$ cat src/rtl/bpt_index_gen.sv
// bpt_index_gen
// Turns one registered BPT row lookup into the sub-word's physical entry
// address in the next-level SRAM: out_addr = li - (ones in the bitmap strictly
// after bpi). The bitmap is counted serially, CHUNK bits per cycle.
// Bitmap index 0 is the leftmost (MSB) position.
module bpt_index_gen #(
    parameter int W     = 16,
    parameter int B     = 8,
    parameter int CHUNK = 32
) (
    input  logic            clk,
    input  logic            rst,
    input  logic            in_valid,
    output logic            in_ready,
    input  logic [0:2**B-1] data,
    input  logic [W:0]      li,
    input  logic [B-1:0]    bpi,
    input  logic            in_sw_pre,
    output logic            out_valid,
    input  logic            out_ready,
    output logic [W:0]      out_addr,
    output logic            out_hit,
    output logic            out_err,
    output logic            busy
);

    localparam int NBITS = 2**B;
    localparam int NCH   = NBITS / CHUNK;
    localparam int KW    = (NCH > 1) ? $clog2(NCH) : 1;

    typedef enum logic [1:0] {
        IDLE  = 2'd0,
        COUNT = 2'd1,
        DONE  = 2'd2
    } state_t;

    state_t              state;
    state_t              state_next;

    logic [0:NBITS-1]    data_r;
    logic [W:0]          li_r;
    logic [B-1:0]        bpi_r;
    logic [B:0]          cnt;
    logic [KW-1:0]       k;

    logic                accept;
    logic                last_chunk;
    logic [B-1:0]        chunk_base;
    logic [B-1:0]        pos;
    logic [B:0]          chunk_pop;
    logic [B:0]          cnt_sum;
    logic [W:0]          cnt_ext;
    logic                final_hit;

    assign in_ready   = (state == IDLE);
    assign out_valid  = (state == DONE);
    assign busy       = (state != IDLE);
    assign accept     = in_valid && in_ready;
    assign last_chunk = (k == KW'(NCH - 1));
    assign chunk_base = B'(k) * B'(CHUNK);
    assign cnt_sum    = cnt + chunk_pop;
    assign cnt_ext    = (W+1)'(cnt_sum);
    assign final_hit  = (cnt_ext <= li_r);

    // Population count of the current chunk, keeping only positions after bpi_r
    always_comb begin
        chunk_pop = '0;
        pos       = '0;
        for (int j = 0; j < CHUNK; j++) begin
            pos = chunk_base + B'(j);
            if (pos > bpi_r) begin
                chunk_pop = chunk_pop + {{B{1'b0}}, data_r[pos]};
            end
        end
    end

    // State register
    always_ff @(posedge clk) begin
        if (rst) begin
            state <= IDLE;
        end else begin
            state <= state_next;
        end
    end

    // Next-state logic: absent sub-words skip counting, counting ends after the last chunk
    always_comb begin
        state_next = state;
        case (state)
            IDLE: begin
                if (accept) begin
                    state_next = in_sw_pre ? COUNT : DONE;
                end
            end
            COUNT: begin
                if (last_chunk) begin
                    state_next = DONE;
                end
            end
            DONE: begin
                if (out_ready) begin
                    state_next = IDLE;
                end
            end
            default: state_next = IDLE;
        endcase
    end

    // Datapath: latch the request, accumulate the count, and fix the result on entry to DONE
    always_ff @(posedge clk) begin
        if (rst) begin
            data_r   <= '0;
            li_r     <= '0;
            bpi_r    <= '0;
            cnt      <= '0;
            k        <= '0;
            out_addr <= '0;
            out_hit  <= 1'b0;
            out_err  <= 1'b0;
        end else begin
            case (state)
                IDLE: begin
                    if (accept) begin
                        data_r   <= data;
                        li_r     <= li;
                        bpi_r    <= bpi;
                        cnt      <= '0;
                        k        <= '0;
                        out_addr <= '0;
                        out_hit  <= 1'b0;
                        out_err  <= 1'b0;
                    end
                end
                COUNT: begin
                    cnt <= cnt_sum;
                    k   <= k + KW'(1);
                    if (last_chunk) begin
                        out_hit  <= final_hit;
                        out_err  <= !final_hit;
                        out_addr <= final_hit ? (li_r - cnt_ext) : '0;
                    end
                end
                DONE: begin
                    if (out_ready) begin
                        out_addr <= '0;
                        out_hit  <= 1'b0;
                        out_err  <= 1'b0;
                    end
                end
                default: begin
                    cnt <= '0;
                    k   <= '0;
                end
            endcase
        end
    end

endmodule

$ cat config.mk
export PLATFORM = sky130hd
export DESIGN_NAME = bpt_index_gen
export DESIGN_NICKNAME = d
export VERILOG_FILES = /design/src/rtl/bpt_index_gen.sv
export SDC_FILE = /design/constraint.sdc
export NUM_CORES = 1
export LEC_CHECK = 0
export BUFFER_PORTS_ARGS = -buffer_cell sky130_fd_sc_hd__buf_2
export CAP_MARGIN = 15
export CORE_UTILIZATION = 53
export DETAILED_ROUTE_END_ITERATION = 7
export GPL_ROUTABILITY_DRIVEN = 0
export PLACE_DENSITY = 0.76
export REMOVE_ABC_BUFFERS = 1
export SKIP_CTS_REPAIR_TIMING = 1
export SYNTH_ARGS = -nofsm -noshare
export SYNTH_HDL_FRONTEND = slang
export SYNTH_SLANG_ARGS = --single-unit
$ cat constraint.sdc
create_clock -name clk -period 21.5 [get_ports clk]
set_input_delay 3.225 -clock clk [delete_from_list [all_inputs] [get_ports clk]]
set_output_delay 3.225 -clock clk [all_outputs]
set_load 0.02 [all_outputs]
# Word-level counts from Yosys, hierarchy flattened
# Cells that the tools add are included.
[word_totals]
regBits = 314
in_bits = 286
output_inout_bits = 22
elab_cells = 335
[op_classes]
addsub = 65
magnitude_cmp = 65
eq_ne = 6
n_mux = 148
bitwise_logic = 33
reduce_logical = 9
[ops]
columns = ["operator", "count"]
rows = [
  ["9-bit >= comparator (second input constant)", 32],
  ["9-bit two-way mux", 32],
  ["8-bit inverter with 9-bit output", 32],
  ["9-bit by 1-bit adder with 9-bit output", 31],
  ["1-bit binary-select mux with 8-bit select", 32],
  ["8-bit > comparator", 32],
  ["8-bit by 5-bit adder with 8-bit output (second input constant)", 16],
  ["1-bit two-way mux", 69],
  ["17-bit two-way mux", 4],
  ["8-bit by 4-bit adder with 8-bit output (second input constant)", 8],
  ["17-bit case mux with 3 select lines", 1],
  ["8-bit by 3-bit adder with 8-bit output (second input constant)", 4],
  ["9-bit case mux with 3 select lines", 1],
  ["9-bit by 17-bit <= comparator with 1-bit output", 1],
  ["17-bit by 9-bit subtractor with 17-bit output", 1],
  ["8-bit by 2-bit adder with 8-bit output (second input constant)", 2],
  ["9-bit adder", 1],
  ["3-bit case mux with 3 select lines", 1],
  ["8-bit by 1-bit adder with 8-bit output (second input constant)", 1],
  ["2-bit two-way mux", 4],
  ["1-bit case mux with 3 select lines", 2],
  ["2-bit case mux with 3 select lines", 1],
  ["2-bit by 1-bit inequality test with 1-bit output (second input constant)", 2],
  ["2-bit AND reduction", 2],
  ["14 further kinds", 14],
]

# Longest topological paths before layout
[logic_depth]
ltp_word = 72
ltp_mapped = 115
ltp_nobuf = 112

# Worst setup path before layout
# No wires, ideal clock.
[synth_timing]
path_type = "flip-flop to flip-flop"
startpoint = "register k[0]"
endpoint = "register out_addr[0]"
setup_ns = 0.065
arrival_ns = 22.262
t_required_ns = 21.435
setup_slack_ns = -0.827
stages_incl_launch_ff = 111
path_buffers = 4
period_less_slack_ns = 22.327
path_cell_list = "dfxtp_1 clkbuf_1 buf_1 buf_1 mux4_2 mux2_2 ha_1 a32o_1 ha_1 mux2_2 ha_1 mux2_2 ha_1 mux2_2 ha_1 mux2_2 ha_1 nand2_1 [75 not listed] o21bai_1 a21oi_1 o21bai_1 a21o_1 a21oi_1 xor2_1 xnor2_1 or4_4 a21oi_1 nor2_1 ha_1 nand4_1 nor4_1 nor4b_1 nor3_1 clkbuf_1 a22oi_1 nor2_1"
[synth_between]
elab_chain_cells = 72
word_cells_on_any_way = 263
classes_between = "add/sub (64); order compare (33); eq/ne (2); mux (131); bitwise (32); reduce/logical (1)"
[synth_rtl]
columns = ["element", "line", "rtl"]
rows = [
  ["start, declared", "44", "logic [KW-1:0] k;"],
  ["start signal, assigned", "136", "k <= k + KW'(1);"],
  ["8-bit by 1-bit adder with 8-bit output / 8-bit inverter with 9-bit output (equally long branches)", "70, 72", ""],
  ["8-bit inverter with 9-bit output (implied by the code) / 1-bit binary-select mux with 8-bit select (equally long branches)", "72", "chunk_pop = chunk_pop + {{B{1'b0}}, data_r[pos]};"],
  ["1-bit binary-select mux with 8-bit select / 1-bit two-way mux (equally long branches)", "72", ""],
  ["1-bit two-way mux (implied by the code)", "72", ""],
  ["1-bit two-way mux (on tied branches)", "72, 71", ""],
  ["9-bit by 1-bit adder with 9-bit output", "72", ""],
  ["9-bit two-way mux", "71", "if (pos > bpi_r) begin"],
  ["9-bit by 1-bit adder with 9-bit output", "72", ""],
  ["[56 not listed]", "-", ""],
  ["9-bit two-way mux", "71", ""],
  ["9-bit by 1-bit adder with 9-bit output", "72", ""],
  ["9-bit two-way mux", "71", ""],
  ["9-bit adder", "61", "assign cnt_sum = cnt + chunk_pop;"],
  ["17-bit by 9-bit subtractor with 17-bit output / 9-bit by 17-bit <= comparator with 1-bit output (equally long branches)", "140, 63", ""],
  ["17-bit two-way mux", "140", "out_addr <= final_hit ? (li_r - cnt_ext) : '0;"],
  ["17-bit two-way mux", "137", "if (last_chunk) begin"],
  ["17-bit case mux with 3 select lines", "121", "case (state)"],
  ["end signal, assigned", "140", ""],
  ["end, declared", "21", "output logic [W:0] out_addr,"],
]
# Parallel ways exist; a longest one is shown, timed or not. The select of a mux whose other input is x is not followed.
# A chain may end at the register's enable or synchronous reset.

# Worst setup path after layout
[layout_timing]
startpoint = "register bpi_r[7]"
endpoint = "register out_addr[8]"
[layout_between]
elab_chain_cells = 69
word_cells_on_any_way = 101
classes_between = "add/sub (33); order compare (33); mux (35)"
[layout_rtl]
columns = ["element", "line", "rtl"]
rows = [
  ["start, declared", "42", "logic [B-1:0] bpi_r;"],
  ["start signal, assigned", "126", "bpi_r <= bpi;"],
  ["8-bit > comparator", "71", ""],
  ["1-bit two-way mux", "71", ""],
  ["9-bit by 1-bit adder with 9-bit output", "72", ""],
  ["9-bit two-way mux", "71", ""],
  ["9-bit by 1-bit adder with 9-bit output", "72", ""],
  ["9-bit two-way mux", "71", ""],
  ["9-bit by 1-bit adder with 9-bit output", "72", ""],
  ["9-bit two-way mux", "71", ""],
  ["[53 not listed]", "-", ""],
  ["9-bit two-way mux", "71", ""],
  ["9-bit by 1-bit adder with 9-bit output", "72", ""],
  ["9-bit two-way mux *", "71", ""],
  ["9-bit adder *", "61", ""],
  ["17-bit by 9-bit subtractor with 17-bit output / 9-bit by 17-bit <= comparator with 1-bit output (equally long branches)", "140, 63", ""],
  ["17-bit two-way mux *", "140", ""],
  ["17-bit two-way mux *", "137", ""],
  ["17-bit case mux with 3 select lines *", "121", ""],
]
# Mark *: on every way between the ends. The rest lies on a longest branch, timed or not. The select of a mux whose other input is x is not followed.

==> results by group <==
Hold path
  – Worst hold path depth: 2
  – Worst hold start: data_r[67]$_SDFFE_PP0P_
  – HP Class: reg -> reg
  – Worst hold endpoint: data_r[67]$_SDFFE_PP0P_

Clock tree
  – CTS Buf Count: 34
  – Clk pin slew, worst setup/hold paths: 0.06 ns
  – Worst-Skew Late Latency: 0.54 ns
  – Clock net sink count: 314
  – Root Buffer Master: clkbuf_16
  – CTS max path bufs: 3
  – CTS H-tree lvls: 2
  – CTS tree: done

Yosys
  – Synth Warn #: 0
  – FFs w/ async S/R, synth: 0%
  – Top-count cell post-synth: nand2_1
  – Cells after synthesis: 2537
  – Register area share after synthesis: 30.8%
  – Area share of the largest cell type after synthesis: 30.8%
  – Post-synthesis register bit count: 314
  – Post-synth EDFFs: 0
  – Primary FF master, synth: dfxtp_1
  – Synth cell types: 109
  – Average size of a mapped cell: 8.04 um2
  – Top post-synthesis cells by count: nand2_1, a21oi_1, dfxtp_1, nor2_1, clkbuf_1
  – Synth top area cells: dfxtp_1, nand2_1, a21oi_1
  – Cell taking the most area after synthesis: dfxtp_1
  – Mapped Area: 0.0204 mm2

Critical path
  – Slowest CP cell: or4_4
  – Worst path required time: 21.88 ns
  – Worst Reg-to-Reg Cells: 110
  – Worst path max stage delay: 0.54 ns
  – RR Startpoint: bpi_r[7]$_SDFFE_PP0P_
  – R2R Setup Slk: 0.58 ns
  – Setup crit end kind: flip-flop
  – CP dominant cell by count: ha_1
  – Setup crit start: bpi_r[7]$_SDFFE_PP0P_
  – Arrival @ worst endpoint: 21.30 ns
  – Crit-path max FO: 5
  – Crit Path Class: reg -> reg
  – Startpoint types: flip-flop
  – R2R Path End: out_addr[8]$_SDFFE_PP0P_

Place
  – Worst slack, placed: -0.888 ns
  – Half-perimeter wire length after placement: 39.1 mm
  – Post-Place Cell Area: 0.0228 mm2
  – IO buf count: 307

Floorplan
  – Die Y: 198 um
  – Die area: 0.0393 mm2
  – Row Count: 71
  – Core box area: 0.0378 mm2
  – Initial Utilization: 54.0%
  – Ports: 308
  – Die W: 198 um

Final layout
  – Nets@finish: 3232
  – Share of cells above drive strength 1: 26.6%
  – Fill count: 3178
  – Final design instance area without fill: 0.0247 mm2
  – Area Overhead vs Synth: 20.9%
  – Core Util, Final: 65.3%

Timing
  – Final Cycle Share: 97.3%
  – Max Slew Vio Count: 0
  – Fmax: 47.8 MHz
  – Minimum clock period: 20.92 ns
  – Endpoints failing setup: 0
  – Endpoints failing hold: 0
  – Worst-Margin Slew: 1.15 ns
  – Worst slew margin: 22.4%
  – Clock Skew: 0.0223 ns
  – Setup ws final: 0.576 ns

Status
  – Run status: finished, final reports clean

Pwr
  – Worst vdd ir: 58.8 uV
  – Power Total: 2120 uW
  – Leakage power: 0.0100 uW
  – Pwr dens: 86.0 mW/mm2

Detailed routing
  – Post-DRT Antenna Nets: 0
  – WL/cell: 16.1 um
  – Final Routed Wirelength: 54.6 mm
  – Via Count: 19100
  – DRC: 0
  – Drt pass-1 iters: 6
  – Initial drt markers: 1187
  – Vias/cell: 5.63

GRT
  – Largest net degree at the start of global routing: 133
  – Aggregate global routing overflow: 0
  – GR Util All Layers: 26.7%
  – Initial antenna violation count: 0
  – First-pass GRT wire length: 85.8 mm
  – Number of global-route vias before repair: 18000

Job
  – Max cap viols: 0
critical path, delay by kind of cell, from the launching register on:
family,cells,cell delay [ns]
AO/OA/AOI/OAI,21,3.02
XOR/XNOR,2,0.30
adder cells (fa/ha/maj),35,9.10
buffers and inverters,10,0.71
flip-flops,1,0.33
multiplexers,16,4.06
AND/OR/NAND/NOR,26,3.19
flip-flops by register name, indices dropped and copies added (netlist names):
register and cells:
out_addr 17, data_r 256, out_err 1, out_hit 1, li_r 17, k 3, state 2, bpi_r 8
cnt 9
per-layer routing:
layer / track usage [%] / routed length, um / up-vias
met4: 9.39 / 1590 / 0
met1: 35.8 / 24200 / 8929
li1: - / - / 9488
met3: 3.01 / 2730 / 104
met5: 0 / 0 / -
met2: 44.2 / 26000 / 602
cell type report:
| type | instances | area (um2) | area share [%] |
|---|---|---|---|
| multi-input cells | 2029 | 13900 | 56.3 |
| flip-flops and latches | 314 | 6300 | 25.5 |
| repair buffers | 436 | 2530 | 10.3 |
| clock buffers | 48 | 993 | 4.03 |
| well taps | 511 | 639 | 2.59 |
| inverters | 45 | 169 | 0.685 |
| clock inverters | 11 | 144 | 0.583 |
| diodes | 1 | 2.50 | 0.0101 |
power breakdown:
part / total [uW] / switching, uW / internal [uW] / leakage, uW
Sequential: 641 / 20.3 / 621 / 0.00258
Clock: 595 / 237 / 358 / 0.000563
Combinational: 886 / 465 / 421 / 0.00688
per-stage QoR:
stage	std cells	setup TNS, ns	hold WS (ns)
global placement	3306	-3.49	0.439
CTS	3365	-18.27	0.452
finish	3395	0	0.449
floorplan	2388	-52.72	0.427
detailed placement	3306	-15.73	0.444
global route	3394	-3.63	0.465
layout by cell type (no fill, tap or decap), types with 9 or more instances in the layout:
cell and instances:
xnor2_1 78, mux2_4 14, a21o_1 17, mux2_2 47, a21oi_1 341, xnor2_2 9
a22oi_1 21, mux2i_1 28, buf_2 308, nor2_1 128, clkbuf_16 34, ha_4 19
mux4_2 64, o21bai_1 9, o21ai_0 27, nor4_1 9, dfxtp_1 308, and3_1 14
and2_1 22, o21ai_2 16, nor3_1 32, nand3_1 44, or2_2 13, ha_1 59
a211oi_1 9, inv_1 42, a31oi_1 9, buf_4 123, xor2_1 35, nand4_1 21
o22ai_1 10, nand2_1 701, nand2b_1 14, clkbuf_8 9
worst max-delay path by stage:
| stage | endpoint | slack, ns | cells after the start |
|---|---|---|---|
| finish | out_addr[8]$_SDFFE_PP0P_ | 0.58 | 110 |
| global route | out_addr[7]$_SDFFE_PP0P_ | -0.22 | 112 |
| CTS | out_addr[7]$_SDFFE_PP0P_ | -1.02 | 111 |
| detailed placement | out_addr[7]$_SDFFE_PP0P_ | -0.89 | 111 |
| global placement | out_addr[7]$_SDFFE_PP0P_ | -0.24 | 110 |
| floorplan | out_addr[7]$_SDFFE_PP0P_ | -2.81 | 109 |
cell families after synthesis:
kind of cell,synth area share [%]
mux,12.2
fa+ha+maj,5.59
simple gates,23.0
flops,30.8
xor+xnor,8.33
buf+inv,3.72
compound gates,16.4
(Power assumes the default switching activity.)
